$ cat config.mk
export PLATFORM = sky130hd
export DESIGN_NAME = bank_serializer
export DESIGN_NICKNAME = d
export VERILOG_FILES = /design/src/rtl/bank_pkg.sv /design/src/rtl/bank_serializer.sv
export SDC_FILE = /design/constraint.sdc
export NUM_CORES = 1
export LEC_CHECK = 0
export ABC_AREA = 1
export BUFFER_PORTS_ARGS = -buffer_cell sky130_fd_sc_hd__buf_2
export CAP_MARGIN = 10
export CORE_UTILIZATION = 50
export CTS_CLUSTER_SIZE = 30
export DETAILED_ROUTE_END_ITERATION = 12
export PLACE_DENSITY_LB_ADDON = 0.08
export SYNTH_ARGS = -nofsm -noshare
export SYNTH_HDL_FRONTEND = slang
export SYNTH_SLANG_ARGS = --single-unit
$ cat constraint.sdc
create_clock -name clk -period 5.4 [get_ports clk]
set_clock_uncertainty 0.15 [all_clocks]
set_input_delay 0.54 -clock clk [delete_from_list [all_inputs] [get_ports clk]]
set_output_delay 0.54 -clock clk [all_outputs]
set_load 0.03 [all_outputs]
$ cat src/rtl/bank_pkg.sv
// bank_pkg
//   Shared types and width helpers for the bank-parallel datapath and its
//   serializer. The adder-tree wrapper reuses word_w/bank_w to size its
//   output bank so both sides agree on the packing.
package bank_pkg;

   typedef enum logic {IDLE, SEND} state_t;

   localparam int DEF_WORD_SIZE = 9;
   localparam int DEF_BANK_SIZE = 8;

   // Index width: a single-word bank still carries a 1-bit index.
   function automatic int idx_w(input int bank_size);
      return (bank_size <= 1) ? 1 : $clog2(bank_size);
   endfunction

   function automatic int word_w(input int in_w);
      return in_w + 1;  // pairwise sum of two in_w-bit operands
   endfunction

   function automatic int bank_w(input int word_size, input int bank_size);
      return word_size * bank_size;
   endfunction

endpackage

$ cat src/rtl/bank_serializer.sv
// bank_serializer
//   Drains a packed bank of BANK_SIZE words onto a one-word-per-beat
//   valid/ready stream, word 0 (bank LSBs) first. Sustains one word per
//   cycle, including across banks: the next bank is captured on the final
//   beat of the current one.
//
// Ports
//   clk, rst           clock, asynchronous active-high reset
//   in_valid/in_ready  bank handshake; in_ready is combinational from
//                      out_ready on the final beat
//   in_data            packed bank, word i at [(i+1)*WORD_SIZE-1 : i*WORD_SIZE]
//   out_valid/out_ready word handshake
//   out_data           current word
//   out_index          position of out_data within its bank
//   out_last           out_data is word BANK_SIZE-1
//   busy               a bank is held
module bank_serializer
   import bank_pkg::*;
#(
   parameter  int WORD_SIZE = DEF_WORD_SIZE,
   parameter  int BANK_SIZE = DEF_BANK_SIZE,
   localparam int IDX_W     = idx_w(BANK_SIZE),
   localparam int BANK_W    = bank_w(WORD_SIZE, BANK_SIZE)
) (
   input  logic                 clk,
   input  logic                 rst,
   input  logic                 in_valid,
   output logic                 in_ready,
   input  logic [BANK_W-1:0]    in_data,
   output logic                 out_valid,
   input  logic                 out_ready,
   output logic [WORD_SIZE-1:0] out_data,
   output logic [IDX_W-1:0]     out_index,
   output logic                 out_last,
   output logic                 busy
);

   localparam logic [IDX_W-1:0] LAST_IDX = IDX_W'(BANK_SIZE - 1);

   state_t             state_q, state_nxt;
   logic [IDX_W-1:0]   idx_q, idx_nxt;
   logic [BANK_W-1:0]  bank_q;
   logic               load_bank;
   logic               sending;
   logic               at_last;
   logic               beat;

   assign sending = (state_q == SEND);
   assign at_last = (idx_q == LAST_IDX);
   assign beat    = sending && out_ready;

   always_ff @(posedge clk or posedge rst) begin
      if (rst) begin
         state_q <= IDLE;
         idx_q   <= '0;
         bank_q  <= '0;
      end else begin
         state_q <= state_nxt;
         idx_q   <= idx_nxt;
         // Bank register only changes on an input handshake; stalls leave
         // it and the word mux untouched.
         if (load_bank) bank_q <= in_data;
      end
   end

   always_comb begin
      state_nxt = state_q;
      idx_nxt   = idx_q;
      load_bank = 1'b0;
      in_ready  = 1'b0;
      case (state_q)
         IDLE: begin
            in_ready = 1'b1;
            if (in_valid) begin
               load_bank = 1'b1;
               idx_nxt   = '0;
               state_nxt = SEND;
            end
         end
         SEND: begin
            if (beat) begin
               if (!at_last) begin
                  idx_nxt = idx_q + 1'b1;
               end else begin
                  // Final beat frees the bank register this same edge, so
                  // a waiting bank is taken with no bubble.
                  in_ready = 1'b1;
                  idx_nxt  = '0;
                  if (in_valid) load_bank = 1'b1;
                  else          state_nxt = IDLE;
               end
            end
         end
         default: state_nxt = IDLE;
      endcase
   end

   // Outputs are forced to zero outside SEND so a reset mid-bank shows
   // reset values immediately.
   assign out_valid = sending;
   assign busy      = sending;
   assign out_index = idx_q;
   assign out_last  = sending && at_last;
   assign out_data  = sending ? bank_q[int'(idx_q)*WORD_SIZE +: WORD_SIZE]
                              : '0;

endmodule

Word level (Yosys, flattened, before mapping)
Index checks and enable logic that the tools add are counted.
- bitwise gates (word level): 1
- shifts and indexed selects: 1
- multipliers: 1
- muxes and demuxes: 15
- reductions and logical operators: 3
- add/subtract/negate cells: 1
- eq/ne operators: 3
- operators with widths (kind ; count):
    $shiftx A72 B8 Y9 ; 1
    $mux W3 ; 3
    $mux W9 ; 1
    $mul A3 B4 Y7 const B ; 1
    $mux W1 ; 7
    $pmux W1 S2 ; 3
    $pmux W3 S2 ; 1
    $add A3 B1 Y3 const B ; 1
    $eq A3 B3 Y1 const B ; 1
    $logic_and A1 B1 Y1 ; 2
    $ne A2 B1 Y1 const B ; 1
    $ne A2 B2 Y1 const B ; 1
    $reduce_and A2 Y1 ; 1
    $not A1 Y1 ; 1
- register bits after elaboration: 76
- logic and storage cells: 28
- output and inout bits: 16
- input bits: 76

Logic depth before layout (Yosys ltp)
Gate-level depths: netlist (run 1).
- depth after elaboration: 4
- mapped depth: 9
- depth with buffers taken out: 7

Worst setup path after synthesis (run 1)
Ideal clock, no wire load.
- path kind: reg-to-output
- start point: register idx_q[0], in the netlist out_index[0]
- end point: output port out_data[8]
- path slack: 3.065 ns
- arrival: 1.645 ns
- cell stages (with the launch flop): 10
- data required time: 4.710 ns
- buffers on the path: 3
- cells stage by stage: dfrtp_1 -> buf_4 -> inv_2 -> buf_6 -> buf_6 -> nand2_1 -> nand3_1 -> nand3_1 -> nand2_1 -> nor2_1
- word-level cells in the longest chain between the ends: 3
- RTL lines (element ; line ; text):
    start: declaration ; bank_serializer.sv:41 ; logic [IDX_W-1:0] idx_q, idx_nxt;
    start signal: assignment ; bank_serializer.sv:59 ; idx_q <= idx_nxt;
    $mul A3 B4 Y7 ; bank_serializer.sv:104 ; assign out_data = sending ? bank_q[int'(idx_q)*WORD_SIZE +: WORD_SIZE]
    $shiftx A72 B8 Y9 ; bank_serializer.sv:104 ;
    $mux W9 ; bank_serializer.sv:104 ;
    end: declaration ; bank_serializer.sv:32 ; output logic [WORD_SIZE-1:0] out_data,
Every way passes these cells.

Worst setup path in the final report (run 1)
- start point: register idx_q[0], in the netlist out_index[0]
- end point: output port out_data[3]
Same word-level chain as after synthesis.

==> impl_metrics.ini, run 1 <==
[sta]
min_period_ns = 3.06
max_freq_ghz = 0.327
hold_ws_ns = 0.279
finalSetupViolCount = 0
tightestPinTransition_ns = 1.04
post-route-period-util = 0.566
hold_viol = 0
drv_slew = 0
fin_tns_setup_ns = 0
slew-limit-headroom = 0.305
grt_setup_unrepaired = no

[logic_synthesis]
synth_top_cell_by_area = dfrtp_1
synth.top_cells.by_count = nand2_1 (96), nor2_1 (90), inv_1 (77)
ys_seq_area_frac = 0.472
syn_inst = 499
synthDistinctLibCells = 16
syn-cell-area_sq_um = 4030
synth_nets = 578
synth.area.top_cells = dfrtp_1 (47%), a21oi_2 (13%), nand2_1 (8.9%), nor2_1 (8.4%), inv_1 (7.2%)
ys_ff_latch = 76
syn_avg_cell_area_sq_um = 8.08
ys_warn_count = 0
synth_top_area_frac = 0.472
synth_edf_count = 0
async_flop_share = 1.00
ys.flop_type = dfrtp_1
yosysMostFrequentCell = nand2_1

[die]
fp-row-count = 32
die_area_sq_um = 8430
start_util = 0.519
die_h_um = 91.8
die_w_um = 91.8
core_sq_um = 7770
io_pins = 92

[global_routing]
grt_overflow = 0
grt_pass1_vias = 3206
grt_first_pass_wirelength_um = 15200
grt_usage = 0.232
grt_start_max_net_pins = 145
antenna_found_initial = 0

[clocking]
postCtsSetupRepairBufs = 0
cts_max_path_buffers = 2
ctsHoldBuffers = 0
root_buffer = clkbuf_8
cts_buffers = 9
cts_sinks = 76
cts_resized = 0
cts_tree = built
htreeDepth = 3
clk-insertion-delay-late_ns = 0.34
clk_pin_slew_ns = 0.08

[pwr]
p_total_mw = 2.69
ir_drop_mv = 0.349
p_clk_frac = 0.168
switching_share = 0.445
combPwrFrac = 0.482
power.density_nw_per_um2 = 584
seqPwrFrac = 0.350
power.internal_mw = 1.49
leakage_nw = 2.52
power_switching_mw = 1.20

[hold_path]
hold_class = in2reg
whs_endpoint = bank_q[28]
hp-start = in_data[28]
whs_path_depth = 3

[place]
place_congestion = 0.795
dp_hpwl_um = 6160
dpl-instance-area_sq_um = 4400
port_buffers = 91

[final_layout]
final_layout_size_suffix_gt1_frac = 0.298
final_nets = 652
fillers = 764
area_growth_pct = 14.2
register_area_sq_um = 1900
multi_input_area_sq_um = 1600
finalInstanceArea_sq_um = 4600
diodes = 0

[drt]
routed_wirelength_um = 9210
first_iter_violations = 132
routedWlPerCell_um = 13.5
via_count = 3285
wl_met1_um = 4350
wl_met3_um = 456
drc_errors = 0
avgViaCountPerCell = 4.83
met2_length_um = 4240
route.top_layer_used = met4
ant_nets = 0
dr.pass1.iters = 4

[setup_path]
r2r_cells = 7
crit_arrival_ns = 2.37
cp_max_fo = 38
r2r-end = bank_q[25]
crit_chain = buf_4 > inv_2 > nand2_1 > nand3_1 > nand2_1 > nor2_1 > nor2_1 > buf_2
path_class = reg2out
crit_path_start_kind = register
crit_path_top_delay_cell = dfrtp_1
reg2reg_from = out_index[1]
required_ns = 4.71
critical_path.endpoint_type = output pin
max_stage_delay_ns = 0.40
regToRegSetupSlack_ns = 2.52

[job]
drv_cap = 0

[run_status]
status = finished clean
==> metal layers <==
metal  track usage  up-vias
li1              -     1669
met2         0.351       87
met5             0        -
met4        0.0859        0
met3        0.0423       13
met1         0.334     1516
==> how the worst max path moves through the flow <==
stage                 start          end  slack (ns)  depth (start not counted)
2_1_floorplan           rst    bank_q[0]        2.77                          1
3_3_place_gp   out_index[1]    bank_q[5]        2.66                          7
3_5_place_dp   out_index[1]   bank_q[51]        2.59                          7
4_1_cts        out_index[0]  out_data[4]        2.35                          8
5_1_grt        out_index[0]  out_data[0]        2.14                          8
6_report       out_index[0]  out_data[3]        2.34                          8
==> flip-flops by register name (all words and copies together), names as in the netlist <==
signal,flops
bank_q,72
busy,1
out_index,3
==> area by class of cell <==
| cell class | count | area share |
|---|---|---|
| Sequential cell | 76 | 0.413 |
| Multi-Input combinational cell | 314 | 0.348 |
| Timing Repair Buffer | 93 | 0.102 |
| Inverter | 79 | 0.0644 |
| Clock buffer | 12 | 0.0337 |
| Tap cell | 102 | 0.0277 |
| Clock inverter | 4 | 0.0103 |
==> power by group through the flow <==
stage	clock, mW	sequential [mW]	combinational (mW)
after floorplan	0	0.914	1.04
after global placement	0	0.941	1.28
after detailed placement	0	0.951	1.30
after CTS	0.458	0.940	1.31
after global routing	0.482	0.969	1.45
final	0.451	0.939	1.30
==> stage by stage <==
step,instances,util,worst slack (ns)
floorplan,499,-,2.77
finish,680,0.593,2.34
global placement,664,0.567,2.66
CTS,680,0.593,2.35
detailed placement,664,0.567,2.59
global route,680,0.593,2.14
==> critical path: cells and delay by family, from the launching register on <==
kind                   cells  cell delay (ns)
buffers and inverters      3             0.98
DFF                        1             0.40
and+or+nand+nor            5             0.64
==> kinds of logic (layout without fill, tap and decap cells) <==
family,count (synthesis),after routing,synth area share
AO/OA/AOI/OAI,77,77,0.152
adder cells (fa/ha/maj),3,3,0.00931
buffers and inverters,109,188,0.134
flip-flops,76,76,0.472
AND/OR/NAND/NOR,234,234,0.233
==> layout by cell type, fill, tap and decap left out <==
master,n
nand2_1,96
inv_2,3
inv_1,76
nor2_1,90
a21oi_1,12
bufinv_16,1
clkbuf_8,11
nand2_8,1
buf_4,2
dfrtp_1,76
clkbuf_1,1
clkinv_2,2
a21oi_2,60
a22oi_1,1
o21ai_0,4
buf_2,91
clkinvlp_4,1
ha_1,3
nand3_1,47
No activity file was read; power rests on OpenSTA's default activity.
==> run 2, diff against run 1 <==
--- a/config.mk
+++ b/config.mk
@@ -8,7 +8,7 @@
 export ABC_AREA = 1
 export BUFFER_PORTS_ARGS = -buffer_cell sky130_fd_sc_hd__buf_2
 export CAP_MARGIN = 10
-export CORE_UTILIZATION = 50
+export CORE_UTILIZATION = 49
 export CTS_CLUSTER_SIZE = 30
 export DETAILED_ROUTE_END_ITERATION = 12
 export PLACE_DENSITY_LB_ADDON = 0.08
==> constraint.sdc (replaced) <==
create_clock -name clk -period 2.6 [get_ports clk]
set_clock_uncertainty 0.15 [all_clocks]
set_input_delay 0.26 -clock clk [delete_from_list [all_inputs] [get_ports clk]]
set_output_delay 0.26 -clock clk [all_outputs]
set_load 0.03 [all_outputs]
==> run 2 against run 1 <==
Against the previous run:
- cell count up 5.0%
- sequential share of layout area down 3.3 points
- non-clock buffer count up 34
- largest power group unchanged
==> impl_metrics.ini, run 2 (same netlist as run 1, synthesis figures left out) <==
[final_layout]
final_cell_mix = nand2_1 (96), buf_2 (91), nor2_1 (90)
final_nets = 686
largest_reg_flops = 72
final_common_cell = nand2_1
final_cells = 714
area_growth_pct = 24.1
finalInstanceArea_sq_um = 5000
fin_util = 0.638
diodes = 0
regMostFlops = bank_q
fillers = 727
final_layout_size_suffix_gt1_frac = 0.297

[clocking]
cts_max_path_buffers = 2
cts_resized = 0
clk_pin_slew_ns = 0.08
clk-insertion-delay-late_ns = 0.34
cts_tree = built
ctsHoldBuffers = 24
htreeDepth = 3
root_buffer = clkbuf_8
postCtsSetupRepairBufs = 0
cts_buffers = 9
cts_sinks = 76

[drt]
via_count = 3424
dr.pass1.iters = 4
avgViaCountPerCell = 4.80
ant_nets = 0
first_iter_violations = 199
routed_wirelength_um = 9360
drc_errors = 0
routedWlPerCell_um = 13.1

[sta]
post-route-period-util = 0.910
slew-limit-headroom = 0.434
hold_viol = 0
finalSetupViolCount = 0
max_freq_ghz = 0.423
hold_ws_ns = 0.00919
tightestPinTransition_ns = 0.847
min_period_ns = 2.37
drv_slew = 0
grt_setup_unrepaired = no
fin_tns_setup_ns = 0

[place]
place_congestion = 0.796
dpl-instance-area_sq_um = 4510
dp_hpwl_um = 6600
place_inst = 674
port_buffers = 91

[die]
die_w_um = 92.7
die_h_um = 92.7
fp-row-count = 32
core_sq_um = 7850
die_area_sq_um = 8590
io_pins = 92
start_util = 0.514

[setup_path]
r2r-end = bank_q[6]
required_ns = 2.19
crit_path_top_delay_cell = dfrtp_1
max_stage_delay_ns = 0.39
crit_path_start_kind = register
cp_max_fo = 20
cp_top_family = buffers and inverters
crit_buf_inv = 3
reg2reg_from = out_index[0]
crit_top_cell = nand3_1
crit_arrival_ns = 1.96
critical_path.endpoint_type = output pin
crit_chain = buf_4 > inv_2 > nand3_1 > nand3_1 > nand2_1 > nor2_1 > buf_2
r2r_cells = 8
path_class = reg2out
regToRegSetupSlack_ns = 0.51

[global_routing]
grt_first_pass_wirelength_um = 15400
grt_start_max_net_pins = 41
antenna_found_initial = 0
grt_pass1_vias = 3254
grt_usage = 0.234
grt_overflow = 0

[pwr]
leakage_nw = 2.71
power.density_nw_per_um2 = 1170
ir_drop_mv = 1.19

[run_status]
status = finished clean

[job]
drv_cap = 0

[hold_path]
hp-start = in_data[45]
whs_path_depth = 3
hold_class = in2reg
whs_endpoint = bank_q[45]
-- run 2: metrics by stage --
stage | power, mW | setup WS [ns]
final | 5.87 | 0.233
after global routing | 6.34 | 0.0744
after CTS | 5.90 | 0.226
after detailed placement | 4.76 | 0.579
after global placement | 4.69 | 0.601
after floorplan | 4.06 | 0.252
-- run 2: worst register-to-register path, cell delays in order (launching register included) --
cell     delay (ns)
dfrtp_1        0.42
ha_1           0.23
ha_1           0.20
nand2_1        0.06
nand2_1        0.13
nand2_8        0.30
buf_12         0.25
nor2_1         0.11
a21oi_1        0.17
-- run 2: power breakdown --
group          switching (mW)  internal, mW
combinational            1.93         0.964
sequential              0.151          1.71
clock                   0.424         0.689
total                    2.50          3.37
-- run 2: how the worst max path moves through the flow --
stage / startpoint / to / cells after the start
finish: out_index[1] / out_data[5] / 7
global route: out_index[0] / out_data[2] / 7
CTS: out_index[1] / out_data[0] / 7
detailed placement: out_index[0] / bank_q[6] / 8
global placement: out_index[0] / bank_q[15] / 8
floorplan: rst / bank_q[0] / 1
-- run 2: layer usage --
layer	part of all wire	GRT usage	vias to the layer above
met3	0.075	0.0402	13
met4	0.017	0.0885	0
met1	0.48	0.349	1550
met2	0.42	0.338	122
met5	0	0	-
li1	-	-	1739
-- run 2: area by class of cell --
class / instances / area (sq um) / share of cell area
clock buffer: 12 / 155 / 0.0310
clock inverter: 4 / 95.1 / 0.0190
inverter: 79 / 297 / 0.0593
multi-input combinational: 314 / 1600 / 0.321
sequential: 76 / 1900 / 0.380
tap: 102 / 128 / 0.0255
timing repair buffer: 127 / 823 / 0.165
==> run 3, diff against run 2 <==
--- a/config.mk
+++ b/config.mk
@@ -8,9 +8,10 @@
 export ABC_AREA = 1
 export BUFFER_PORTS_ARGS = -buffer_cell sky130_fd_sc_hd__buf_2
 export CAP_MARGIN = 10
-export CORE_UTILIZATION = 49
+export CORE_UTILIZATION = 50
 export CTS_CLUSTER_SIZE = 30
 export DETAILED_ROUTE_END_ITERATION = 12
+export GPL_ROUTABILITY_DRIVEN = 0
 export PLACE_DENSITY_LB_ADDON = 0.08
 export SYNTH_ARGS = -nofsm -noshare
 export SYNTH_HDL_FRONTEND = slang
==> constraint.sdc (replaced) <==
create_clock -name clk -period 2.5 [get_ports clk]
set_clock_uncertainty 0.15 [all_clocks]
set_input_delay 0.25 -clock clk [delete_from_list [all_inputs] [get_ports clk]]
set_output_delay 0.25 -clock clk [all_outputs]
set_load 0.03 [all_outputs]
==> run 3 against run 2 <==
Against the previous run:
- design area grew 9.4%
- largest cell class unchanged
- setup slack lost 0.084 ns
- sequential cell count is the same
- highest routed layer unchanged
- global-route usage grew 3.5 points
- register-to-register slack lost 0.08 ns
- cell count grew 6.7%
==> impl_metrics.ini, run 3 (same netlist as run 1, synthesis figures left out) <==
[pwr]
seqPwrFrac = 0.311
switching_share = 0.425
combPwrFrac = 0.500
p_clk_frac = 0.188
p_total_mw = 6.19
ir_drop_mv = 0.894
power_switching_mw = 2.63
power.density_nw_per_um2 = 1130
power.internal_mw = 3.56
leakage_nw = 2.91

[clocking]
cts_tree = built
cts_buffers = 9
clk-insertion-delay-late_ns = 0.35
cts_max_path_buffers = 2
cts_sinks = 76
htreeDepth = 3
postCtsSetupRepairBufs = 0
root_buffer = clkbuf_8
clk_pin_slew_ns = 0.08

[die]
die_h_um = 91.8
fp-row-count = 32
core_sq_um = 7770
die_area_sq_um = 8430
start_util = 0.519
die_w_um = 91.8
io_pins = 92

[final_layout]
finalInstanceArea_sq_um = 5470
fillers = 640
final_common_cell = nand2_1
final_layout_size_suffix_gt1_frac = 0.283
final_cell_mix = nand2_1 (96), buf_2 (91), nor2_1 (90)
diodes = 0
regMostFlops = bank_q
final_nets = 734
area_growth_pct = 35.8
final_cells = 762
largest_reg_flops = 72

[sta]
finalSetupViolCount = 0
grt_setup_unrepaired = no
slew-limit-headroom = 0.622
tightestPinTransition_ns = 0.566
hold_ws_ns = 0.00769
hold_viol = 0
min_period_ns = 2.35
drv_slew = 0
max_freq_ghz = 0.425
fin_tns_setup_ns = 0
post-route-period-util = 0.940

[drt]
avgViaCountPerCell = 4.77
dr.pass1.iters = 4
route.top_layer_used = met4
first_iter_violations = 224
wl_met1_um = 4640
routed_wirelength_um = 10300
drc_errors = 0
ant_nets = 0
met2_length_um = 5010
via_count = 3633
wl_met3_um = 530
routedWlPerCell_um = 13.6

[global_routing]
grt_usage = 0.268
antenna_found_initial = 0
grt_pass1_vias = 3742
grt_first_pass_wirelength_um = 17400
grt_start_max_net_pins = 45
grt_overflow = 0

[place]
place_inst = 679
port_buffers = 91
dp_hpwl_um = 6990
dpl-instance-area_sq_um = 4550

[setup_path]
critical_path.endpoint_type = output pin
r2r_cells = 8
required_ns = 2.10
reg2reg_from = out_index[0]
cp_max_fo = 38
crit_arrival_ns = 1.95
crit_path_start_kind = register
crit_start = out_index[0]
regToRegSetupSlack_ns = 0.43
r2r-end = bank_q[1]
path_class = reg2out
endpoint = out_data[6]

[hold_path]
hold_class = in2reg

[job]
drv_cap = 0

[run_status]
status = finished clean
-- run 3: cell count changes in the layout (fill, tap and decap cells not counted) --
cell,change
dlygate4sd3_1,+43
buf_4,+5
inv_2,-1
inv_4,+1
-- run 3: worst min-delay path by stage --
stage | startpoint | end | cells past startpoint
finish | in_data[42] | bank_q[42] | 3
global placement | rst | bank_q[4] | 2
CTS | in_data[42] | bank_q[42] | 3
global route | in_data[39] | bank_q[39] | 3
floorplan | in_valid | busy | 2
detailed placement | rst | bank_q[3] | 2
-- run 3: what timing repair did --
| action | CTS | global route |
|---|---|---|
| endpoints found under the setup margin | 1 | 0 |
| hold endpoints to repair | 87 | 0 |
| resized for setup | 1 | 0 |
| hold buffers | 67 | 0 |
-- run 3: per-stage QoR --
stage / util / setup slack, ns
6_report: 0.705 / 0.149
5_1_grt: 0.705 / 0.000630
4_1_cts: 0.705 / 0.150
3_5_place_dp: 0.586 / 0.433
3_3_place_gp: 0.586 / 0.444
2_1_floorplan: - / 0.162
-- run 3: critical path, cell delays in order, from the launching register on --
cell and delay [ns]:
dfrtp_1 0.39, buf_4 0.29, inv_4 0.21, nand2_1 0.12, nand3_1 0.08, nand3_1 0.09, nand2_1 0.06, nor2_1 0.12
buf_2 0.22
-- run 3: layer usage --
layer  up-vias  GRT usage
met3        13     0.0415
met4         0      0.102
met2        94      0.449
met5         -          0
met1      1688      0.353
li1       1838          -
-- run 3: power groups by stage --
stage | clock network (mW) | registers (mW) | logic, mW
final | 1.16 | 1.93 | 3.10
after global routing | 1.24 | 1.98 | 3.42
after CTS | 1.19 | 1.93 | 3.10
after detailed placement | 0 | 1.95 | 2.99
after global placement | 0 | 1.94 | 2.95
after floorplan | 0 | 1.97 | 2.25
-- run 3: cell type report --
class | instances | area, sq um | share of cell area
Clock buffer | 12 | 155 | 0.0283
Multi-Input combinational cell | 314 | 1600 | 0.293
Sequential cell | 76 | 1900 | 0.347
Inverter | 79 | 299 | 0.0546
Clock inverter | 4 | 95.1 | 0.0174
Tap cell | 102 | 128 | 0.0233
Timing Repair Buffer | 175 | 1290 | 0.236
